`src/rtl/read_arb_pkg.sv`:
```
// Shared constants and FSM encoding for the output-port read arbiter.
package read_arb_pkg;

  localparam int unsigned NUM_QUEUES = 8;
  localparam int unsigned WEIGHT_W   = 4;
  localparam int unsigned SEL_W      = 3;

  typedef enum logic [1:0] {
    S_IDLE  = 2'd0,
    S_GRANT = 2'd1,
    S_XFER  = 2'd2
  } state_t;

endpackage

```
`src/rtl/read_arbiter_core_rr_picker.sv`:
```
// Combinational find-first-set over an eligibility vector, searching upward
// from a rotating start index and wrapping at N-1.
module rr_picker #(
  parameter int unsigned N     = 8,
  parameter int unsigned IDX_W = 3
) (
  input  logic [N-1:0]     i_req,
  input  logic [IDX_W-1:0] i_start,
  output logic [IDX_W-1:0] o_idx,
  output logic             o_found
);

  always_comb begin
    o_idx   = '0;
    o_found = 1'b0;
    for (int unsigned k = 0; k < N; k++) begin
      automatic int unsigned pos = (int'(i_start) + k) % N;
      if (!o_found && i_req[pos]) begin
        o_idx   = IDX_W'(pos);
        o_found = 1'b1;
      end
    end
  end

endmodule

```
`src/rtl/read_arbiter_core.sv`:
```
// Per-port read arbiter: strict-priority or credit-based WRR queue selection
// with an IDLE/GRANT/XFER handshake toward the packet read engine.
module read_arbiter_core #(
  parameter int unsigned NUM_QUEUES = 8,
  parameter int unsigned WEIGHT_W   = 4
) (
  input  logic                           clk,
  input  logic                           rst,
  input  logic                           sp0_wrr1,
  input  logic [NUM_QUEUES-1:0]          q_valid,
  input  logic [NUM_QUEUES*WEIGHT_W-1:0] weight_in,
  input  logic                           rd_ack,
  input  logic                           rd_eop,
  output logic [2:0]                     select,
  output logic                           grant_valid,
  output logic                           transfering
);

  import read_arb_pkg::*;

  state_t                r_state;
  logic [SEL_W-1:0]      r_select;
  logic [SEL_W-1:0]      r_rr_ptr;
  logic                  r_grant_valid;
  logic                  r_transfering;
  logic [WEIGHT_W-1:0]   r_credit [NUM_QUEUES];

  logic [WEIGHT_W-1:0]   w_wt_eff [NUM_QUEUES];
  logic [NUM_QUEUES-1:0] w_elig;
  logic [NUM_QUEUES-1:0] w_pick_req;
  logic                  w_any_elig;
  logic                  w_reload;
  logic [SEL_W-1:0]      w_rr_idx;
  logic                  w_rr_found;
  logic [SEL_W-1:0]      w_sp_idx;
  logic [SEL_W-1:0]      w_next_sel;

  always_comb begin
    w_elig = '0;
    for (int unsigned i = 0; i < NUM_QUEUES; i++) begin
      w_wt_eff[i] = weight_in[i*WEIGHT_W +: WEIGHT_W];
      if (w_wt_eff[i] == '0) w_wt_eff[i] = WEIGHT_W'(1);
      w_elig[i] = q_valid[i] && (r_credit[i] != '0);
    end
  end

  // With every credit exhausted the pick runs against freshly reloaded
  // credits; since effective weights are never 0 that is just q_valid.
  assign w_any_elig = |w_elig;
  assign w_pick_req = w_any_elig ? w_elig : q_valid;
  assign w_reload   = sp0_wrr1 && !w_any_elig;

  rr_picker #(
    .N     (NUM_QUEUES),
    .IDX_W (SEL_W)
  ) u_rr_picker (
    .i_req   (w_pick_req),
    .i_start (r_rr_ptr),
    .o_idx   (w_rr_idx),
    .o_found (w_rr_found)
  );

  always_comb begin
    w_sp_idx = '0;
    for (int unsigned i = 0; i < NUM_QUEUES; i++) begin
      if (q_valid[i]) w_sp_idx = SEL_W'(i);
    end
  end

  assign w_next_sel = (sp0_wrr1 && w_rr_found) ? w_rr_idx : w_sp_idx;

  always_ff @(posedge clk or negedge rst) begin
    if (!rst) begin
      r_state       <= S_IDLE;
      r_select      <= '0;
      r_rr_ptr      <= '0;
      r_grant_valid <= 1'b0;
      r_transfering <= 1'b0;
      for (int unsigned i = 0; i < NUM_QUEUES; i++) r_credit[i] <= '0;
    end else begin
      case (r_state)
        S_IDLE: begin
          if (|q_valid) begin
            r_select      <= w_next_sel;
            r_grant_valid <= 1'b1;
            r_state       <= S_GRANT;
            if (w_reload) begin
              for (int unsigned i = 0; i < NUM_QUEUES; i++) r_credit[i] <= w_wt_eff[i];
            end
          end
        end
        S_GRANT: begin
          if (rd_ack) begin
            if (r_credit[r_select] != '0) r_credit[r_select] <= r_credit[r_select] - 1'b1;
            r_rr_ptr      <= (r_select == SEL_W'(NUM_QUEUES - 1)) ? '0 : r_select + 1'b1;
            r_grant_valid <= 1'b0;
            if (rd_eop) begin
              r_state <= S_IDLE;
            end else begin
              r_state       <= S_XFER;
              r_transfering <= 1'b1;
            end
          end else if (!q_valid[r_select]) begin
            r_grant_valid <= 1'b0;
            r_state       <= S_IDLE;
          end
        end
        S_XFER: begin
          if (rd_eop) begin
            r_transfering <= 1'b0;
            r_state       <= S_IDLE;
          end
        end
        default: begin
          r_grant_valid <= 1'b0;
          r_transfering <= 1'b0;
          r_state       <= S_IDLE;
        end
      endcase
    end
  end

  assign select      = r_select;
  assign grant_valid = r_grant_valid;
  assign transfering = r_transfering;

endmodule

```
`config.mk`:
```
export PLATFORM = sky130hd
export DESIGN_NAME = read_arbiter_core
export DESIGN_NICKNAME = d
export VERILOG_FILES = /design/src/rtl/read_arb_pkg.sv /design/src/rtl/read_arbiter_core_rr_picker.sv /design/src/rtl/read_arbiter_core.sv
export SDC_FILE = /design/constraint.sdc
export NUM_CORES = 1
export LEC_CHECK = 0
export CORE_MARGIN = 2
export CORE_UTILIZATION = 60
export DETAILED_ROUTE_END_ITERATION = 10
export MAX_ROUTING_LAYER = met4
export PLACE_DENSITY = 0.86
export RECOVER_POWER = 100
export SYNTH_ARGS = -nofsm -noshare
export SYNTH_HDL_FRONTEND = slang
export SYNTH_SLANG_ARGS = --single-unit
```
`constraint.sdc`:
```
create_clock -name clk -period 6.57 [get_ports clk]
set_clock_uncertainty 0.2 [all_clocks]
set_input_delay 1.6425 -clock clk [delete_from_list [all_inputs] [get_ports clk]]
set_output_delay 1.6425 -clock clk [all_outputs]
set_load 0.005 [all_outputs]
```
Yosys cells after proc, flatten, opt, wreduce, memory -nomap -nowiden
Index checks and enable logic that the tools add are counted.

operators by class
  add/subtract/negate cells = 9
  magnitude comparators = 11
  equal/unequal tests = 10
  mux-type cells = 77
  bitwise gates (word level) = 3
  reduce and logical (&&, ||, !) cells = 53

operators by type and width
  operator               count
  $mux W32               4
  $pmux W32 S2           1
  $mux W3                16
  $mux W4                11
  $lt A3 B4 Y1 const B   9
  $reduce_bool A4 Y1     9
  $bwmux W32             1
  $logic_not A4 Y1       8
  $bmux W1 S3            9
  $mux W1                24
  $logic_and A1 B1 Y1    18
  $reduce_or A8 Y1       2
  $add A3 B3 Y3 const B  4
  $bmux W4 S3            1
  $demux W4 S3           1
  $ne A2 B2 Y1 const B   6
  $mux W2                5
  $logic_not A1 Y1       8
  $mux W8                1
  $add A3 B1 Y3 const B  2
  $add A3 B2 Y3 const B  2
  $pmux W1 S3            2
  $pmux W2 S3            1
  $reduce_and A3 Y1      2
  other kinds (14)       16

storage, ports and cells
  register bits after elaboration = 42
  bits of input ports = 45
  output and inout bits = 5
  word-level logic and storage cells = 176

Longest topological paths before layout
Gate-level depths: netlist of the first run.

  depth in word-level cells = 30
  gate-level depth with buffers = 12
  depth with buffers taken out = 9

Hierarchy
From an unflattened synthesis of the first run, not the netlist that was laid out.

unflattened totals
  cell total of the unflattened synthesis = 466
  area, all modules = 4108.9 µm²

by module, submodules not included
  module             times used  cells each  area an instance (µm²)  seq. area each (µm²)
  read_arbiter_core  1           345         3027.9                  1051.0
  rr_picker          1           121         1081.0                  0.0

Least setup slack after synthesis of the first run
No wires, ideal clock.

  kind = input port to flip-flop
  start point = input port q_valid[5]
  end point = register r_credit[12] in the netlist's numbering
  setup time = 0.128 ns
  arrival = 3.898 ns
  required time = 6.242 ns
  setup slack = 2.344 ns
  stages = 11
  path buffers = 2
  cells stage by stage = o41ai_2 nand4_1 buf_2 o21ai_1 mux4_2 nor4_4 nand4_2 a41oi_4 buf_6 a21oi_2 a2bb2oi_1

between the ends
  longest elaborated chain between the ends = 6
  elaborated cells between the ends (all ways) = 8
  classes of those cells = eq/ne (2); reduce/logical (6)

ends and longest elaborated chain
  what                           RTL line                 text
  start, declared                read_arbiter_core.sv:10  input logic [NUM_QUEUES-1:0] q_valid,
  $logic_and A1 B1 Y1            read_arbiter_core.sv:43  w_elig[i] = q_valid[i] && (r_credit[i] != '0);
  $reduce_or A8 Y1               read_arbiter_core.sv:49  assign w_any_elig = |w_elig;
  $logic_not A1 Y1               read_arbiter_core.sv:51  assign w_reload = sp0_wrr1 && !w_any_elig;
  $logic_and A1 B1 Y1            read_arbiter_core.sv:51
  $ne A2 B2 Y1 (no line)         --
  $reduce_and A5 Y1 (no line) *  --
  end, declared                  read_arbiter_core.sv:26  logic [WEIGHT_W-1:0] r_credit [NUM_QUEUES];

Every way passes the cells marked *; elsewhere a longest branch is shown, timed or not.
A chain may end at the register's enable or synchronous reset.

Worst setup path in the final report of the first run
  start point = input port q_valid[5]
  end point = register r_credit[26] in the netlist's numbering

The elaborated chain is that of the path after synthesis.

==> results of run 1 <==
## tightest hold or removal path, stage by stage, from the launching register on
cell and delay [ns]:
sky130_fd_sc_hd__dfrtp_1 0.35, sky130_fd_sc_hd__nand2_1 0.05, sky130_fd_sc_hd__nand2_1 0.05
## final timing paths
kind                       cells after the start         start  slack (ns)            to
min in group asynchronous                      1           rst        1.79   r_credit[9]
hold / removal                                 2   grant_valid        0.28   grant_valid
setup reg to reg                              10  r_credit[11]        1.67  r_credit[26]
max in group asynchronous                      1           rst        3.09   transfering
setup / recovery                              11    q_valid[5]        0.84  r_credit[26]
hold reg to reg                                2   grant_valid        0.28   grant_valid
## cell type report
type | count | area share, %
clock buffers | 6 | 1.66
clock inverters | 2 | 0.314
inverters | 9 | 0.771
multi-input cells | 318 | 59.7
flip-flops and latches | 42 | 24.0
well taps | 77 | 2.20
repair buffers | 51 | 11.4
## power breakdown
part / total (mW) / internal [mW] / switching (mW)
Clock: 0.167 / 0.0751 / 0.0922
Sequential: 0.638 / 0.384 / 0.254
Combinational: 1.64 / 0.709 / 0.933
Total: 2.45 / 1.17 / 1.28
## synth_stat cells, drive strengths merged (6+ instances only)
library cell  number
a21oi             18
a221oi             8
a22o               7
a22oi             30
a2bb2oi           17
and3               7
buf               10
clkbuf            20
dfrtp             42
ha                 6
inv                8
mux2               8
mux2i              9
mux4               9
nand2             25
nand3              7
nand4              8
nor2              20
nor3              12
o21ai             17
o22ai              9
o2bb2ai           16
o31ai              6
o32ai              8
o41ai              8
## flip-flops by register name (all words and copies together) (netlist names)
register	count
transfering	1
grant_valid	1
select	3
r_credit	32
r_state	2
r_rr_ptr	3
## cell families after synthesis
logic type | Yosys count | synth area share, %
DFF | 42 | 27.2
adders and majority gates | 6 | 1.94
xor gates and xnor gates | 4 | 0.906
and+or+nand+nor | 98 | 13.9
buffers and inverters | 39 | 4.34
AOI/OAI and AO/OA | 184 | 41.2
muxes | 26 | 10.6
## stage by stage
| step | worst slack, ns | hold slack [ns] |
|---|---|---|
| after floorplan | 2.34 | 0.267 |
| after global placement | 1.04 | 0.267 |
| after detailed placement | 0.878 | 0.269 |
| after CTS | 1.18 | 0.286 |
| after global routing | 0.584 | 0.310 |
| final | 0.839 | 0.277 |
## routing by layer
metal / global-route usage (%) / wire [um]
met5: - / 0
met4: 10.4 / 290
met3: 5.60 / 1070
met2: 51.7 / 5300
met1: 47.5 / 4980
==> impl_summary.txt, run 1 <==
----------------------------------------------------
[Outcome]
  Run status ... complete, but fails checks
  Violated checks ... capacitance limit, slew limit

[Floorplanning]
  Width of the die ... 84.3 um
  Standard-cell row count ... 29
  Number of top-level design ports ... 50
  Chip height ... 84.3 um
  Core ar. ... 6280 um2
  Die footprint ... 7100 um2
  Starting density of the core ... 61.6%

[Global route]
  Largest net degree at the start of global routing ... 43
  Total global routing overflow ... 0
  First-pass GRT wire length ... 19100 um
  Total global routing track utilization ... 34.2%
  Number of global-route vias before repair ... 3666
  Antenna violations before repair ... 0

[Clock network]
  Clock tree sinks ... 42
  CTS Root Buffer Type ... sky130_fd_sc_hd__clkbuf_8
  Hold buffer count at cts ... 0
  Reg clk slew, reported paths ... 0.08 ns
  Post-CTS setup buffer count ... 0
  CTS max path bufs ... 2
  Clock insertion delay at the later pin of the skew report ... 0.30 ns
  Cts bufs inserted ... 5
  Cells resized by post-CTS repair ... 0
  H-Tree Level Count ... 2
  TritonCTS clock tree ... built

[Place]
  Post-DP HPWL ... 8660 um
  DP Area ... 4330 um2
  Buffers on Ports ... 49
  Final weighted congestion of routability-driven global placement ... 1.06
  Cell Count Post-Placement ... 497

[Route]
  Number of design rule violations left after detail routing ... 0
  Final Routed Wirelength ... 11600 um
  First-pass DRT Iterations ... 5
  Per-cell routed wire length ... 23.0 um
  Remaining antenna violation count after routing ... 0
  Vias after detailed routing ... 3872
  Routed via count divided by cell count ... 7.67
  Number of DRC violations after detailed-routing iteration 0 ... 445

[Setup path]
  Setup crit start kind ... input port
  Cell at the slowest stage of the critical path ... sky130_fd_sc_hd__dlygate4sd3_1
  Buf+Inv Stages, Crit Path ... 2
  Worst setup path category ... in2reg
  Most used cell, CP ... sky130_fd_sc_hd__nand4_1
  Top cell family by delay on the critical path ... compound AO/OA/AOI/OAI gates
  Type of element capturing the critical path ... register
  Critical path's largest stage delay ... 0.62 ns
  CP required ... 6.53 ns
  WP data arrival ... 5.69 ns
  Worst-path cell chain ... dlygate4sd3_1 > o41ai_1 > nand4_1 > o31ai_1 > mux4_2 > mux2i_1 > nand4_1 > a41o_1 > buf_4 > o21ai_0 > o2bb2ai_1
  Maximum fanout along the worst path ... 13

[Pwr]
  Total design power ... 2.45 mW
  P per Cell Area ... 559 nW/um2
  Leak pwr ... 1.59 nW
  Max VDD drop ... 0.360 mV

[Synth]
  Number of warning messages in the yosys log ... 0
  Synthesized netlist net count ... 450
  Commonest register cell after synthesis ... sky130_fd_sc_hd__dfrtp_1
  Library cell with the largest summed area after synthesis ... sky130_fd_sc_hd__dfrtp_1
  Mapped Cells ... 399
  Largest cells by area after synthesis ... sky130_fd_sc_hd__dfrtp_1, sky130_fd_sc_hd__a22oi_1, sky130_fd_sc_hd__mux4_2
  Number of synthesized flops with an enable pin ... 0
  Unique cell type count in the Yosys netlist ... 77
  Area share of the largest cell type after synthesis ... 27.2%
  Proportion of register bits with asynchronous set or reset after synthesis ... 100%
  Register bit total from synthesis ... 42
  Netlist Area Pre-Place ... 3870 um2
  Average footprint of a synthesized cell ... 9.69 um2
  Portion of the post-synthesis area used by sequential elements ... 27.2%

[Final layout]
  Fillers ... 502
  Commonest non-fill, non-tap cells in the layout ... sky130_fd_sc_hd__dfrtp_1, sky130_fd_sc_hd__clkdlybuf4s50_1, sky130_fd_sc_hd__a22oi_1
  Final net count ... 478
  Final design utilization ... 69.8%
  Layout overhead on the synthesized area ... 13.3%
  Multi-input gate area ... 2610 um2
  Share of final-layout standard cells stronger than drive strength 1 ... 11.9%
  Area used by sequential logic in the layout ... 1050 um2
  Most frequent standard cell in the layout excluding fill and tap cells ... sky130_fd_sc_hd__dfrtp_1
  Final cell count without fillers ... 505
  Diode insertion count for antenna repair ... 0
  Design area ... 4380 um2

[Timing]
  Final Hold Vio Count ... 0
  RSZ-0062 raised after global routing ... false
  Finish-stage setup viols ... 0
  Max-slew headroom at the worst pin ... -49.2%
  Total count of max-transition violations in the final report ... 43
  Top achievable clock speed ... 0.174 GHz
  Share of the cycle needed by the critical path after routing ... 87.2%
  Minimum clock period after layout ... 5.73 ns
  Final TNS setup ... 0 ns
  Pin slew with the least headroom to its limit ... 2.24 ns

[Run]
  Maximum Capacitance Violations ... 1

[Worst hold path]
  Worst min path class ... reg2reg

----------------------------------------------------
(Power assumes the default switching activity.)
==> inputs of run 2 (changes only) <==
- ABC_AREA: not set -> 1
- PLACE_DENSITY: 0.86 -> 0.87
==> run 2 against run 1 <==
The run still ends with capacitance limit, slew limit left. Clock-buffer cell count fell by 1. Cell count rose by 30%. Sequential power fell by 21%. Clock power rose by 7%.
==> impl_summary.txt, run 2 <==
----------------------------------------------------
[Outcome]
  Run status ... complete, but fails checks
  Violated checks ... capacitance limit, slew limit

[Final layout]
  Design area ... 4020 um2
  Commonest non-fill, non-tap cells in the layout ... sky130_fd_sc_hd__nand2_1, sky130_fd_sc_hd__inv_1, sky130_fd_sc_hd__nand3_1
  Top register by number of flip-flops ... r_credit
  Diode insertion count for antenna repair ... 0
  Layout overhead on the synthesized area ... 15.0%
  Share of final-layout standard cells stronger than drive strength 1 ... 4.12%
  Number of flip-flops in the largest register ... 32
  Final cell count without fillers ... 654
  Final net count ... 632
  Most frequent standard cell in the layout excluding fill and tap cells ... sky130_fd_sc_hd__nand2_1

[Timing]
  RSZ-0062 raised after global routing ... false
  Share of the cycle needed by the critical path after routing ... 68.4%
  Minimum clock period after layout ... 4.50 ns
  Final Hold Vio Count ... 0
  Pin slew with the least headroom to its limit ... 2.37 ns
  Top achievable clock speed ... 0.222 GHz
  Finish-stage setup viols ... 0
  Total count of max-transition violations in the final report ... 43
  Min Hold Slack ... 0.340 ns
  Max-slew headroom at the worst pin ... -58.3%
  Final TNS setup ... 0 ns

[Setup path]
  Worst R2R Setup Slack ... 2.84 ns
  CP required ... 6.58 ns
  Most used cell, CP ... sky130_fd_sc_hd__nand2_1
  Crit Reg-Reg Startpoint ... select[0]
  Buf+Inv Stages, Crit Path ... 2
  Critical path's largest stage delay ... 0.61 ns
  Worst setup path category ... in2reg
  R2r worst-path depth ... 11
  Setup crit start kind ... input port
  Top cell family by delay on the critical path ... compound AO/OA/AOI/OAI gates
  Reg2reg end ... r_credit[30]
  Maximum fanout along the worst path ... 8
  Worst-path cell chain ... dlygate4sd3_1 > inv_1 > o22ai_1 > a221oi_1 > nand4_1 > nand2_1 > nor2_1 > a21oi_2 > nand2_1 > a21oi_1 > nand2_1 > a21oi_1 > nand2_1 > o21ai_0
  Type of element capturing the critical path ... register
  WP data arrival ... 4.50 ns
  Cell at the slowest stage of the critical path ... sky130_fd_sc_hd__dlygate4sd3_1

[Synth]
  Top-count cell post-synth ... sky130_fd_sc_hd__nand2_1
  Library cell with the largest summed area after synthesis ... sky130_fd_sc_hd__dfrtp_1
  Mapped Cells ... 533
  Netlist Area Pre-Place ... 3500 um2
  Register bit total from synthesis ... 42
  Proportion of register bits with asynchronous set or reset after synthesis ... 100%
  Portion of the post-synthesis area used by sequential elements ... 30.1%
  Unique cell type count in the Yosys netlist ... 36
  Area share of the largest cell type after synthesis ... 30.1%
  Largest cells by area after synthesis ... sky130_fd_sc_hd__dfrtp_1, sky130_fd_sc_hd__nand2_1, sky130_fd_sc_hd__inv_1
  Most frequent cells after synthesis ... sky130_fd_sc_hd__nand2_1, sky130_fd_sc_hd__inv_1, sky130_fd_sc_hd__nand3_1, sky130_fd_sc_hd__nor2_1, sky130_fd_sc_hd__dfrtp_1
  Number of synthesized flops with an enable pin ... 0
  Number of warning messages in the yosys log ... 0
  Average footprint of a synthesized cell ... 6.56 um2
  Synthesized netlist net count ... 584
  Commonest register cell after synthesis ... sky130_fd_sc_hd__dfrtp_1

[Place]
  Final weighted congestion of routability-driven global placement ... 0.984
  DP Area ... 4050 um2
  Buffers on Ports ... 49
  Cell Count Post-Placement ... 646
  Post-DP HPWL ... 8060 um

[Clock network]
  CTS max path bufs ... 2
  H-Tree Level Count ... 2
  CTS Root Buffer Type ... sky130_fd_sc_hd__clkbuf_8
  Post-CTS setup buffer count ... 0
  Cells resized by post-CTS repair ... 0
  Clock tree sinks ... 42
  Hold buffer count at cts ... 0
  Cts bufs inserted ... 5
  Clock insertion delay at the later pin of the skew report ... 0.30 ns
  TritonCTS clock tree ... built
  Reg clk slew, reported paths ... 0.08 ns

[Route]
  Routed via count divided by cell count ... 5.99
  Number of design rule violations left after detail routing ... 0
  First-pass DRT Iterations ... 5
  Per-cell routed wire length ... 16.3 um
  Remaining antenna violation count after routing ... 0
  Number of DRC violations after detailed-routing iteration 0 ... 452
  Vias after detailed routing ... 3917
  Final Routed Wirelength ... 10600 um

[Global route]
  First-pass GRT wire length ... 17500 um
  Number of global-route vias before repair ... 3852
  Global routing's busiest layer ... met2
  Largest net degree at the start of global routing ... 44
  Met3 demand-to-capacity share in global routing ... 5.84%
  Total global routing track utilization ... 35.9%
  Total global routing overflow ... 0
  Met2 track demand over resource ... 55.9%
  Antenna violations before repair ... 0
  Met1 Track Usage GR ... 46.5%

[Floorplanning]
  Width of the die ... 80.3 um
  Die footprint ... 6450 um2
  Chip height ... 80.3 um
  Starting density of the core ... 62.7%
  Number of top-level design ports ... 50
  Core ar. ... 5570 um2
  Standard-cell row count ... 27

[Pwr]
  P per Cell Area ... 571 nW/um2
  Total design power ... 2.29 mW
  Max VDD drop ... 0.408 mV
  Leak pwr ... 1.93 nW

[Worst hold path]
  Hold-critical path endpoint ... transfering
  HP Start ... transfering
  Worst min path class ... reg2reg
  Worst hold stages ... 2

[Run]
  Maximum Capacitance Violations ... 1

----------------------------------------------------
[run 2: layer usage]
layer	part of all wire (%)	wire length, um	vias up
li1	-	-	1889
met3	8.2	874	30
met1	44	4670	1786
met4	2.5	267	0
met2	45	4830	212
met5	0	0	-
[run 2: worst max-delay path by stage]
stage	startpoint	endpoint	depth (start not counted)	slack [ns]
floorplan	q_valid[6]	select[2]	14	3.15
global placement	q_valid[2]	select[2]	15	2.23
detailed placement	q_valid[3]	select[2]	15	2.21
CTS	q_valid[2]	select[1]	16	2.46
global route	q_valid[2]	select[2]	15	1.82
finish	q_valid[1]	r_credit[25]	14	2.07
[run 2: through the flow]
step	setup slack, ns	util [%]
after global placement	2.23	72.6
final	2.07	72.1
after global routing	1.82	72.1
after detailed placement	2.21	72.6
after CTS	2.46	74.2
after floorplan	3.15	-
[run 2: power breakdown]
part | switching, mW | leakage (nW) | internal, mW
clock network | 0.103 | 0.0441 | 0.0749
logic | 1.10 | 1.36 | 0.514
registers | 0.128 | 0.530 | 0.375
total | 1.33 | 1.93 | 0.963
[run 2: worst min-delay path: stages (launching register included)]
cell and delay (ns):
sky130_fd_sc_hd__dfrtp_1 0.39, sky130_fd_sc_hd__inv_1 0.05, sky130_fd_sc_hd__o21ai_0 0.07
[run 2: cell families after synthesis]
logic type                 share of synthesized area, %
AOI/OAI and AO/OA                                  23.1
xor gates and xnor gates                           1.47
adders and majority gates                          2.15
buffers and inverters                              12.2
DFF                                                30.1
and+or+nand+nor                                    31.1
[run 2: final cells by class]
class	count	area, um2
clock buffer	5	68.8
fill	457	1550
clock inverter	3	21.3
inverter	103	387
tap	72	90.1
timing repair buffer	50	492
sequential	42	1050
multi-input combinational	379	1910
==> inputs of run 3 (changes only) <==
- CORE_UTILIZATION: 60 -> 50
- PLACE_DENSITY: 0.87 -> 0.77
- clock period: 6.57 -> 3.7 ns (I/O delays scaled with it)
==> run 3 against run 2 <==
The run still ends with capacitance limit, slew limit left. Die area rose by 19%. Register-to-register slack got worse by 2.3 ns. Non-clock buffer count rose by 11. Hold slack got worse by 0.025 ns. Critical path type unchanged.
==> impl_summary.txt, run 3 (same netlist as run 2, synthesis figures left out) <==
----------------------------------------------------
[Outcome]
  Run status ... complete, but fails checks
  Violated checks ... capacitance limit, slew limit

[Timing]
  Final TNS setup ... 0 ns
  Max-slew headroom at the worst pin ... -51.9%
  Minimum clock period after layout ... 3.44 ns
  Total count of max-transition violations in the final report ... 43
  Share of the cycle needed by the critical path after routing ... 93.0%
  Top achievable clock speed ... 0.291 GHz
  Finish-stage setup viols ... 0
  Pin slew with the least headroom to its limit ... 2.28 ns
  Final Hold Vio Count ... 0
  RSZ-0062 raised after global routing ... false

[Final layout]
  Final design utilization ... 61.2%
  Final net count ... 643
  Share of final-layout standard cells stronger than drive strength 1 ... 6.75%
  Final cell count without fillers ... 689
  Layout overhead on the synthesized area ... 19.0%
  Number of flip-flops in the largest register ... 32
  Top register by number of flip-flops ... r_credit
  Commonest non-fill, non-tap cells in the layout ... sky130_fd_sc_hd__nand2_1, sky130_fd_sc_hd__inv_1, sky130_fd_sc_hd__nand3_1
  Diode insertion count for antenna repair ... 0
  Most frequent standard cell in the layout excluding fill and tap cells ... sky130_fd_sc_hd__nand2_1

[Route]
  Vias after detailed routing ... 3865
  Final Routed Wirelength ... 10100 um
  Number of design rule violations left after detail routing ... 0
  Remaining antenna violation count after routing ... 0
  First-pass DRT Iterations ... 5
  Number of DRC violations after detailed-routing iteration 0 ... 404
  Routed via count divided by cell count ... 5.61
  Per-cell routed wire length ... 14.7 um

[Floorplanning]
  Core ar. ... 6790 um2
  Starting density of the core ... 51.5%
  Chip height ... 87.6 um
  Standard-cell row count ... 30
  Number of top-level design ports ... 50
  Width of the die ... 87.6 um
  Die footprint ... 7680 um2

[Setup path]
  Worst-path cell chain ... clkdlybuf4s50_1 > inv_1 > o22ai_1 > a221oi_2 > nand4_1 > nand2_1 > nor2_1 > a21oi_2 > nand2_1 > a21oi_2 > nand2_4 > a21oi_1 > nand2_1 > o21ai_0
  R2r worst-path depth ... 14
  Logic depth of the worst setup path including buffers ... 14
  Critical path's largest stage delay ... 0.52 ns
  Most used cell, CP ... sky130_fd_sc_hd__nand2_1
  Worst setup startpoint ... q_valid[1]
  Top cell family by delay on the critical path ... compound AO/OA/AOI/OAI gates
  Maximum fanout along the worst path ... 8
  Buf+Inv Stages, Crit Path ... 2
  Worst setup path category ... in2reg
  CP required ... 3.74 ns
  WP data arrival ... 3.48 ns
  Crit Reg-Reg Startpoint ... select[0]
  Type of element capturing the critical path ... register
  Cell at the slowest stage of the critical path ... sky130_fd_sc_hd__a21oi_1
  Setup crit start kind ... input port

[Pwr]
  Internal power of the cells ... 1.81 mW
  Combinational Power Share ... 71.1%
  P per Cell Area ... 1000 nW/um2
  Switching power total ... 2.36 mW
  Leak pwr ... 1.99 nW
  Sw frac ... 56.5%
  Power share of the clock group ... 7.7%
  Max VDD drop ... 0.614 mV
  Part of the power in registers ... 21.2%

[Worst hold path]
  Worst min path class ... reg2reg
  HP Start ... grant_valid
  Worst hold stages ... 2

[Clock network]
  Clock tree sinks ... 42
  Reg clk slew, reported paths ... 0.10 ns
  TritonCTS clock tree ... built
  Hold buffer count at cts ... 0
  CTS max path bufs ... 2
  H-Tree Level Count ... 2
  CTS Root Buffer Type ... sky130_fd_sc_hd__clkbuf_8
  Cells resized by post-CTS repair ... 0
  Cts bufs inserted ... 5
  Post-CTS setup buffer count ... 0
  Clock insertion delay at the later pin of the skew report ... 0.31 ns

[Global route]
  First-pass GRT wire length ... 17000 um
  Total global routing overflow ... 0
  Largest net degree at the start of global routing ... 43
  Antenna violations before repair ... 0
  Number of global-route vias before repair ... 3590
  Total global routing track utilization ... 29.0%

[Place]
  Post-DP HPWL ... 7780 um
  Buffers on Ports ... 49
  Final weighted congestion of routability-driven global placement ... 0.924
  Cell Count Post-Placement ... 681

[Run]
  Maximum Capacitance Violations ... 1

----------------------------------------------------
run 3: cell count changes in the layout (fill, tap and decap cells not counted), sizes merged:
| cell | before | now |
|---|---|---|
| buf | 1 | 12 |
| clkdlybuf4s50 | 40 | 42 |
| clkinv | 2 | 0 |
| clkinvlp | 1 | 2 |
| dlygate4sd3 | 8 | 6 |
| inv | 103 | 104 |
run 3: metrics by stage:
stage | setup slack, ns | power, mW | hold slack, ns | area (um2)
after floorplan | 0.999 | 3.05 | 0.299 | 3500
after global placement | 0.0926 | 3.91 | 0.309 | 4160
after detailed placement | 0.0698 | 3.96 | 0.310 | 4160
after CTS | 0.375 | 4.29 | 0.332 | 4250
after global routing | 0.0452 | 4.57 | 0.344 | 4160
final | 0.258 | 4.17 | 0.315 | 4160
run 3: area by class of cell:
cell class,instances,area (um2)
fill,625,2630
sequential,42,1050
clock buffer,5,68.8
tap,96,120
timing repair buffer,61,574
clock inverter,3,23.8
multi-input combinational,379,1940
inverter,103,387
run 3: per-layer routing:
| metal | part of all wire [%] | up-vias | GRT usage (%) |
|---|---|---|---|
| met3 | 8.4 | 34 | 4.62 |
| met4 | 3.1 | 0 | 10.8 |
| met5 | 0 | - | - |
| met1 | 44 | 1754 | 38.6 |
| met2 | 45 | 170 | 44.6 |
| li1 | - | 1907 | - |
run 3: power by group through the flow:
stage | combinational (mW) | clock, mW | sequential [mW]
after floorplan | 2.26 | 0 | 0.788
after global routing | 3.31 | 0.344 | 0.913
after detailed placement | 3.07 | 0 | 0.890
final | 2.97 | 0.320 | 0.887
after global placement | 3.02 | 0 | 0.886
after CTS | 3.09 | 0.320 | 0.881
run 3: final timing paths:
path,to,slack [ns]
worst max-delay path,r_credit[1],0.26
worst min-delay path,grant_valid,0.32
worst max register to register,r_credit[1],0.51
worst min register to register,grant_valid,0.32
max in group asynchronous,select[1],0.92
min in group asynchronous,r_credit[14],1.09
run 3: tightest hold or removal path, stage by stage (launching register included):
cell	delay (ns)
sky130_fd_sc_hd__dfrtp_1	0.35
sky130_fd_sc_hd__o21ai_0	0.08
sky130_fd_sc_hd__nand2_1	0.06
